## src/rtl/mesh_job_scheduler_if.sv

```systemverilog
// Host-side handshake bundle for mesh_job_scheduler: weight stream,
// input vector and result channels, each with valid/ready flow control.
interface mesh_job_scheduler_if #(
   parameter int DW    = 8,
   parameter int ROWS  = 2,
   parameter int COLS  = 2,
   parameter int ACC_W = 16
);
   logic                  w_valid;
   logic                  w_ready;
   logic [DW-1:0]         w_data;
   logic                  x_valid;
   logic                  x_ready;
   logic [COLS*DW-1:0]    x_data;
   logic                  r_valid;
   logic                  r_ready;
   logic [ROWS*ACC_W-1:0] r_data;

   // Host side: produces weights and vectors, consumes results.
   modport master (
      output w_valid, w_data, x_valid, x_data, r_ready,
      input  w_ready, x_ready, r_valid, r_data
   );

   // Scheduler side.
   modport slave (
      input  w_valid, w_data, x_valid, x_data, r_ready,
      output w_ready, x_ready, r_valid, r_data
   );
endinterface

```

## src/rtl/mesh_job_scheduler.sv

```systemverilog
// Sequences a small weight-stationary mesh: streams a full weight set into
// the mesh preload port, then runs one matrix-vector job per input vector,
// waits a fixed compute latency and hands the captured result to the host.
module mesh_job_scheduler #(
   parameter int DW          = 8,
   parameter int ROWS        = 2,
   parameter int COLS        = 2,
   parameter int ROW_W       = 1,
   parameter int COL_W       = 1,
   parameter int ACC_W       = 16,
   parameter int COMPUTE_LAT = 6
) (
   input  logic                      clk,
   input  logic                      rst,
   mesh_job_scheduler_if.slave       host,
   output logic                      mesh_preload_valid,
   output logic [ROW_W+COL_W-1:0]    mesh_preload_addr,
   output logic [DW-1:0]             mesh_preload_data,
   output logic                      mesh_start,
   output logic [COLS*DW-1:0]        mesh_x_vector_flat,
   input  logic [ROWS*ACC_W-1:0]     mesh_result_flat,
   output logic                      wts_loaded,
   output logic                      busy
);

   localparam int IDX_W = ROW_W + COL_W;
   localparam int CNT_W = (COMPUTE_LAT > 1) ? $clog2(COMPUTE_LAT) : 1;
   localparam logic [IDX_W-1:0] LAST_IDX = IDX_W'(ROWS*COLS - 1);
   localparam logic [CNT_W-1:0] LAST_CNT = CNT_W'(COMPUTE_LAT - 1);

   localparam logic [2:0] S_IDLE    = 3'd0;
   localparam logic [2:0] S_LOAD_W  = 3'd1;
   localparam logic [2:0] S_START   = 3'd2;
   localparam logic [2:0] S_COMPUTE = 3'd3;
   localparam logic [2:0] S_OUT     = 3'd4;

   logic [2:0]              state_q,  state_d;
   logic [IDX_W-1:0]        idx_q,    idx_d;
   logic [CNT_W-1:0]        cnt_q,    cnt_d;
   logic                    wts_q,    wts_d;
   logic                    pv_q,     pv_d;
   logic [IDX_W-1:0]        paddr_q,  paddr_d;
   logic [DW-1:0]           pdata_q,  pdata_d;
   logic                    start_q,  start_d;
   logic [COLS*DW-1:0]      xvec_q,   xvec_d;
   logic                    rvalid_q, rvalid_d;
   logic [ROWS*ACC_W-1:0]   rdata_q,  rdata_d;

   logic w_fire;
   logic x_fire;

   // Weight loads win over a vector offered in the same cycle.
   assign host.w_ready = (state_q == S_IDLE) || (state_q == S_LOAD_W);
   assign host.x_ready = (state_q == S_IDLE) && wts_q && !host.w_valid;
   assign w_fire       = host.w_valid && host.w_ready;
   assign x_fire       = host.x_valid && host.x_ready;

   assign host.r_valid       = rvalid_q;
   assign host.r_data        = rdata_q;
   assign mesh_preload_valid = pv_q;
   assign mesh_preload_addr  = paddr_q;
   assign mesh_preload_data  = pdata_q;
   assign mesh_start         = start_q;
   assign mesh_x_vector_flat = xvec_q;
   assign wts_loaded         = wts_q;
   assign busy               = (state_q != S_IDLE);

   // Next-state logic for the job FSM and every registered output.
   always_comb begin
      // NOTE: every variable assigned here gets a default first, so no path
      // leaves one unassigned and no latch is inferred.
      state_d  = state_q;
      idx_d    = idx_q;
      cnt_d    = cnt_q;
      wts_d    = wts_q;
      pv_d     = 1'b0;
      paddr_d  = paddr_q;
      pdata_d  = pdata_q;
      start_d  = 1'b0;
      xvec_d   = xvec_q;
      rvalid_d = rvalid_q;
      rdata_d  = rdata_q;

      case (state_q)
         S_IDLE, S_LOAD_W: begin
            if (w_fire) begin
               pv_d    = 1'b1;
               paddr_d = {ROW_W'(idx_q / COLS), COL_W'(idx_q % COLS)};
               pdata_d = host.w_data;
               if (idx_q == LAST_IDX) begin
                  idx_d   = '0;
                  wts_d   = 1'b1;
                  state_d = S_IDLE;
               end else begin
                  // A partial set is never usable, so drop the flag at once.
                  idx_d   = idx_q + IDX_W'(1);
                  wts_d   = 1'b0;
                  state_d = S_LOAD_W;
               end
            end else if (x_fire) begin
               xvec_d  = host.x_data;
               start_d = 1'b1;
               state_d = S_START;
            end
         end
         S_START: begin
            cnt_d   = '0;
            state_d = S_COMPUTE;
         end
         S_COMPUTE: begin
            if (cnt_q == LAST_CNT) begin
               rdata_d  = mesh_result_flat;
               rvalid_d = 1'b1;
               state_d  = S_OUT;
            end else begin
               cnt_d = cnt_q + CNT_W'(1);
            end
         end
         S_OUT: begin
            if (host.r_ready) begin
               rvalid_d = 1'b0;
               state_d  = S_IDLE;
            end
         end
         default: state_d = S_IDLE;
      endcase
   end

   // State registers; reset aborts any load or job and forgets the weights.
   always_ff @(posedge clk) begin
      // NOTE: sequential state uses non-blocking assignments so every
      // register samples the pre-edge values regardless of statement order.
      if (rst) begin
         state_q  <= S_IDLE;
         idx_q    <= '0;
         cnt_q    <= '0;
         wts_q    <= 1'b0;
         pv_q     <= 1'b0;
         paddr_q  <= '0;
         pdata_q  <= '0;
         start_q  <= 1'b0;
         xvec_q   <= '0;
         rvalid_q <= 1'b0;
         rdata_q  <= '0;
      end else begin
         state_q  <= state_d;
         idx_q    <= idx_d;
         cnt_q    <= cnt_d;
         wts_q    <= wts_d;
         pv_q     <= pv_d;
         paddr_q  <= paddr_d;
         pdata_q  <= pdata_d;
         start_q  <= start_d;
         xvec_q   <= xvec_d;
         rvalid_q <= rvalid_d;
         rdata_q  <= rdata_d;
      end
   end

endmodule

```

## src/flat_wrapper.sv

```systemverilog
// flat-port wrapper written by rule: the top's interface ports become plain ports
module mesh_job_scheduler_flat 
#(
   parameter int DW          = 8,
   parameter int ROWS        = 2,
   parameter int COLS        = 2,
   parameter int ROW_W       = 1,
   parameter int COL_W       = 1,
   parameter int ACC_W       = 16,
   parameter int COMPUTE_LAT = 6
)
  (clk, rst, mesh_preload_valid, mesh_preload_addr, mesh_preload_data, mesh_start, mesh_x_vector_flat, mesh_result_flat, wts_loaded, busy, host_w_valid, host_w_data, host_x_valid, host_x_data, host_r_ready, host_w_ready, host_x_ready, host_r_valid, host_r_data);
  mesh_job_scheduler_if #(.DW(DW), .ROWS(ROWS), .COLS(COLS), .ACC_W(ACC_W)) host_i ();
  input  logic clk;
  input  logic rst;
  output logic mesh_preload_valid;
  output logic [ROW_W+COL_W-1:0] mesh_preload_addr;
  output logic [DW-1:0] mesh_preload_data;
  output logic mesh_start;
  output logic [COLS*DW-1:0] mesh_x_vector_flat;
  input  logic [ROWS*ACC_W-1:0] mesh_result_flat;
  output logic wts_loaded;
  output logic busy;
  input wire logic [$bits(host_i.w_valid)-1:0] host_w_valid;
  input wire logic [$bits(host_i.w_data)-1:0] host_w_data;
  input wire logic [$bits(host_i.x_valid)-1:0] host_x_valid;
  input wire logic [$bits(host_i.x_data)-1:0] host_x_data;
  input wire logic [$bits(host_i.r_ready)-1:0] host_r_ready;
  output wire logic [$bits(host_i.w_ready)-1:0] host_w_ready;
  output wire logic [$bits(host_i.x_ready)-1:0] host_x_ready;
  output wire logic [$bits(host_i.r_valid)-1:0] host_r_valid;
  output wire logic [$bits(host_i.r_data)-1:0] host_r_data;
  assign host_i.w_valid = host_w_valid;
  assign host_i.w_data = host_w_data;
  assign host_i.x_valid = host_x_valid;
  assign host_i.x_data = host_x_data;
  assign host_i.r_ready = host_r_ready;
  assign host_w_ready = host_i.w_ready;
  assign host_x_ready = host_i.x_ready;
  assign host_r_valid = host_i.r_valid;
  assign host_r_data = host_i.r_data;
  mesh_job_scheduler #(.DW(DW), .ROWS(ROWS), .COLS(COLS), .ROW_W(ROW_W), .COL_W(COL_W), .ACC_W(ACC_W), .COMPUTE_LAT(COMPUTE_LAT)) u_core (.clk(clk), .rst(rst), .host(host_i), .mesh_preload_valid(mesh_preload_valid), .mesh_preload_addr(mesh_preload_addr), .mesh_preload_data(mesh_preload_data), .mesh_start(mesh_start), .mesh_x_vector_flat(mesh_x_vector_flat), .mesh_result_flat(mesh_result_flat), .wts_loaded(wts_loaded), .busy(busy));
endmodule
```

## config.mk

```make
export PLATFORM = sky130hd
export DESIGN_NAME = mesh_job_scheduler_flat
export DESIGN_NICKNAME = d
export VERILOG_FILES = /design/src/rtl/mesh_job_scheduler_if.sv /design/src/rtl/mesh_job_scheduler.sv /design/src/flat_wrapper.sv
export SDC_FILE = /design/constraint.sdc
export NUM_CORES = 1
export LEC_CHECK = 0
export BUFFER_PORTS_ARGS = -buffer_cell sky130_fd_sc_hd__buf_4
export CAP_MARGIN = 20
export CORE_UTILIZATION = 49
export DETAILED_ROUTE_END_ITERATION = 16
export PLACE_DENSITY_LB_ADDON = 0.12
export SYNTH_ARGS = -nofsm -noshare
export SYNTH_HDL_FRONTEND = slang
export SYNTH_SLANG_ARGS = --single-unit
```

## constraint.sdc

```tcl
create_clock -name clk -period 2 [get_ports clk]
set_input_delay 0.2 -clock clk [delete_from_list [all_inputs] [get_ports clk]]
set_output_delay 0.2 -clock clk [all_outputs]
set_load 0.02 [all_outputs]
```

==> reports/metrics.csv <==
stage,metric,value,unit
synth,synthesized instance count,306,
timing,final setup fails,0,
cts,clk sinks,70,
cts,clock-pin slew on the worst setup and hold paths,0.07,ns
cts,PostCTS Resize Cnt,0,
cts,clock buffer depth,2,
synth,Post-Syn Area per Cell,8.55,sq um
drt,WL final,5920,um
critical_path,R2R Setup Slk,0.21,ns
run_status,status,completed,
floorplanning,die height,75.1,um
cts,"Clk Latency, worst-skew pair",0.33,ns
grt,global-route usage over all layers,20.3,%
critical_path,critical path cell sequence,and3b_2 -> nand3_2 -> nand2_1 -> a21oi_1,
cts,"Setup Fix Bufs, Post-CTS",0,
synth,Post-Syn Area,2620,sq um
drt,DRT antenna net count,0,
critical_path,"slowest stage delay, CP",0.51,ns
timing,Fin. Hold Viols,0,
grt,grt ovf,0,
grt,initial antenna violation count,0,
drt,DR DRC count,0,
power_and_ir_drop,Worst VDD drop,0.610,mV
timing,Max transition margin,57.9,%
critical_path,Worst Setup End Kind,flop,
timing,final worst path period need,1.79,ns
synth,yosys warns,0,
critical_path,Reg2Reg Depth,4,
floorplanning,row cnt,26,
floorplanning,IO Count,126,
critical_path,critical path class,flop to flop,
cts,hold buffer count at CTS,0,
critical_path,crit path max fanout,33,
synth,Post-Syn Nets,370,
floorplanning,Core Region,5140,sq um
layout,fin nets,490,
timing,actual slew at the worst max-slew pin,0.631,ns
layout,ratio of cells with drive above 1 in the final layout,33.6,%
job,MaxCap Viol Count,0,
layout,Antenna Cells,0,
critical_path,Worst Path Required,2.20,ns
timing,fin crit share,89.5,%
cts,CTS Buf Count,9,
cts,Root Buffer,clkbuf_8,
drt,DR vias/cell,4.77,
drt,initial DRC count,78,
critical_path,end point of the critical path,u_core.host.r_data[9],
timing,Layout Skew,0.00354,ns
grt,largest net degree at the start of global routing,42,
critical_path,Crit. Startpoint,u_core.state_q[1],
critical_path,Critical Path Slowest Stage Cell,dfxtp_1,
critical_path,WP buf/inv,0,
floorplanning,die area,5640,sq um
grt,vias in the first global route,2085,
power_and_ir_drop,leak pwr,1.73,nW
drt,via count,2392,
synth,Synth cell types,33,
power_and_ir_drop,Pwr Density,721,nW/um^2
placement,Inst Count DP,485,
power_and_ir_drop,total power,0.00269,W
critical_path,Crit path depth,4,
drt,DRT Pass-1 Iters,4,
timing,RSZ-0062 raised after global routing,false,
drt,Wirelength per Cell,11.8,um
critical_path,startpoint types,flop,
synth,sequential cell area fraction in the yosys report,53.5,%
cts,CTS tree,done,
timing,Max Slew Vio Count,0,
worst_hold_path,min-delay worst type,input pin to flop,
timing,setup TNS,0,ns
placement,Final GP Congestion,0.708,
layout,Area growth syn-to-layout,42.7,%
layout,fin cells,501,
floorplanning,Die W,75.1,um
cts,H-tree depth,3,
critical_path,RR Startpoint,u_core.state_q[1],
critical_path,CP top delay family,simple AND/OR/NAND/NOR gates,
critical_path,RR Endpoint,u_core.host.r_data[9],
placement,Detailed Place HPWL,4140,um
timing,Fmax,0.559,GHz
grt,first-pass GRT wire length,8670,um
placement,Buffers on Ports,125,
critical_path,arrival time worst endpoint,1.98,ns
floorplanning,Starting Density,50.9,%
synth,#FFs+latches synth,70,
[worst min-delay path: stages]
cell     delay [ns]
buf_4          0.08
mux2i_1        0.05
nor2_1         0.07
[where the power goes]
group          internal, W  switching, W  total [W]
combinational     0.000151      0.000136   0.000287
clock             0.000485      0.000471   0.000957
sequential         0.00142     0.0000268    0.00145
[cells in the final DEF, fill, tap and decap left out, types with 3 or more instances in the layout]
cell type,Yosys,final
or3_1,3,3
ha_1,3,3
mux2i_1,17,17
a21oi_1,50,50
buf_4,3,127
clkbuf_1,7,5
clkbuf_8,0,10
nor2_1,22,22
dfxtp_1,70,70
nand2_1,95,95
[how the worst min path moves through the flow]
stage	cells past startpoint	startpoint	endpoint
after global placement	3	host_x_data[9]	u_core.mesh_x_vector_flat[9]
after global routing	3	host_x_data[2]	u_core.mesh_x_vector_flat[2]
final	3	host_x_data[4]	u_core.mesh_x_vector_flat[4]
after floorplan	2	mesh_result_flat[10]	u_core.host.r_data[10]
after detailed placement	3	host_x_data[11]	u_core.mesh_x_vector_flat[11]
after CTS	3	host_x_data[10]	u_core.mesh_x_vector_flat[10]
[cells in the mapped netlist]
cell type | count | share of area [%]
a21oi_1 | 50 | 9.6
nand2_1 | 95 | 14
o21ai_0 | 2 | 0.38
and2_1 | 1 | 0.24
buf_4 | 3 | 0.86
nor4b_1 | 1 | 0.33
buf_2 | 6 | 1.1
nor3_1 | 2 | 0.38
and3b_2 | 1 | 0.38
a21boi_0 | 1 | 0.29
or3_1 | 3 | 0.72
a31oi_1 | 1 | 0.24
buf_1 | 1 | 0.14
clkbuf_1 | 7 | 1.0
nand3_1 | 1 | 0.19
or3b_1 | 1 | 0.33
inv_1 | 2 | 0.29
nand2_4 | 1 | 0.43
or2_2 | 1 | 0.24
dfxtp_1 | 70 | 54
nor3b_1 | 2 | 0.57
nor2b_1 | 2 | 0.48
mux2_1 | 1 | 0.43
nor2_2 | 2 | 0.48
nand3b_1 | 1 | 0.29
xor2_1 | 1 | 0.33
mux2i_1 | 17 | 6.5
and4bb_1 | 1 | 0.48
nor2_1 | 22 | 3.2
o21a_1 | 1 | 0.29
buf_6 | 2 | 0.86
nand3_2 | 1 | 0.38
ha_1 | 3 | 1.4
[metal layers]
metal | GRT usage (%) | vias to the layer above | wire length, um
met5 | 0 | - | 0
met4 | 10.9 | 0 | 86
met3 | 6.02 | 8 | 417
met2 | 34.1 | 80 | 2820
met1 | 23.4 | 1063 | 2600
li1 | - | 1241 | -
[through the flow]
step / worst slack (ns) / hold slack, ns / cell area, sq um / util [%]
final: 0.211 / 0.0992 / 3730 / 72.7
after floorplan: 0.444 / 0.336 / 2620 / -
after global routing: 0.0256 / 0.0986 / 3730 / 72.7
after CTS: 0.193 / 0.0852 / 3730 / 72.7
after detailed placement: 0.192 / 0.438 / 3570 / 69.5
after global placement: 0.262 / 0.428 / 3570 / 69.5
[flip-flops by register name, summed over array words and instances (netlist names), 2 cells and up]
signal                     cells
u_core.host.r_data            32
u_core.mesh_preload_data       8
u_core.mesh_x_vector_flat     16
u_core.idx_q                   2
u_core.cnt_q                   3
u_core.mesh_preload_addr       2
u_core.state_q                 3
[cells by family (layout without fill, tap and decap cells)]
family	count (synthesis)	in the layout	share of synthesized area (%)
adders and majority gates	3	3	1.43
xor gates and xnor gates	1	1	0.335
muxes	18	18	6.93
buffers and inverters	21	146	4.30
AOI/OAI and AO/OA	55	55	10.8
DFF	70	70	53.5
and+or+nand+nor	138	138	22.7
[layout make-up]
type	count	area, sq um
flip-flops and latches	70	1400
multi-input cells	215	1100
clock inverters	1	5.00
clock buffers	15	156
repair buffers	128	973
inverters	2	7.51
fillers	426	1410
well taps	70	87.6
Note: power is estimated with default switching activity, not from simulation.
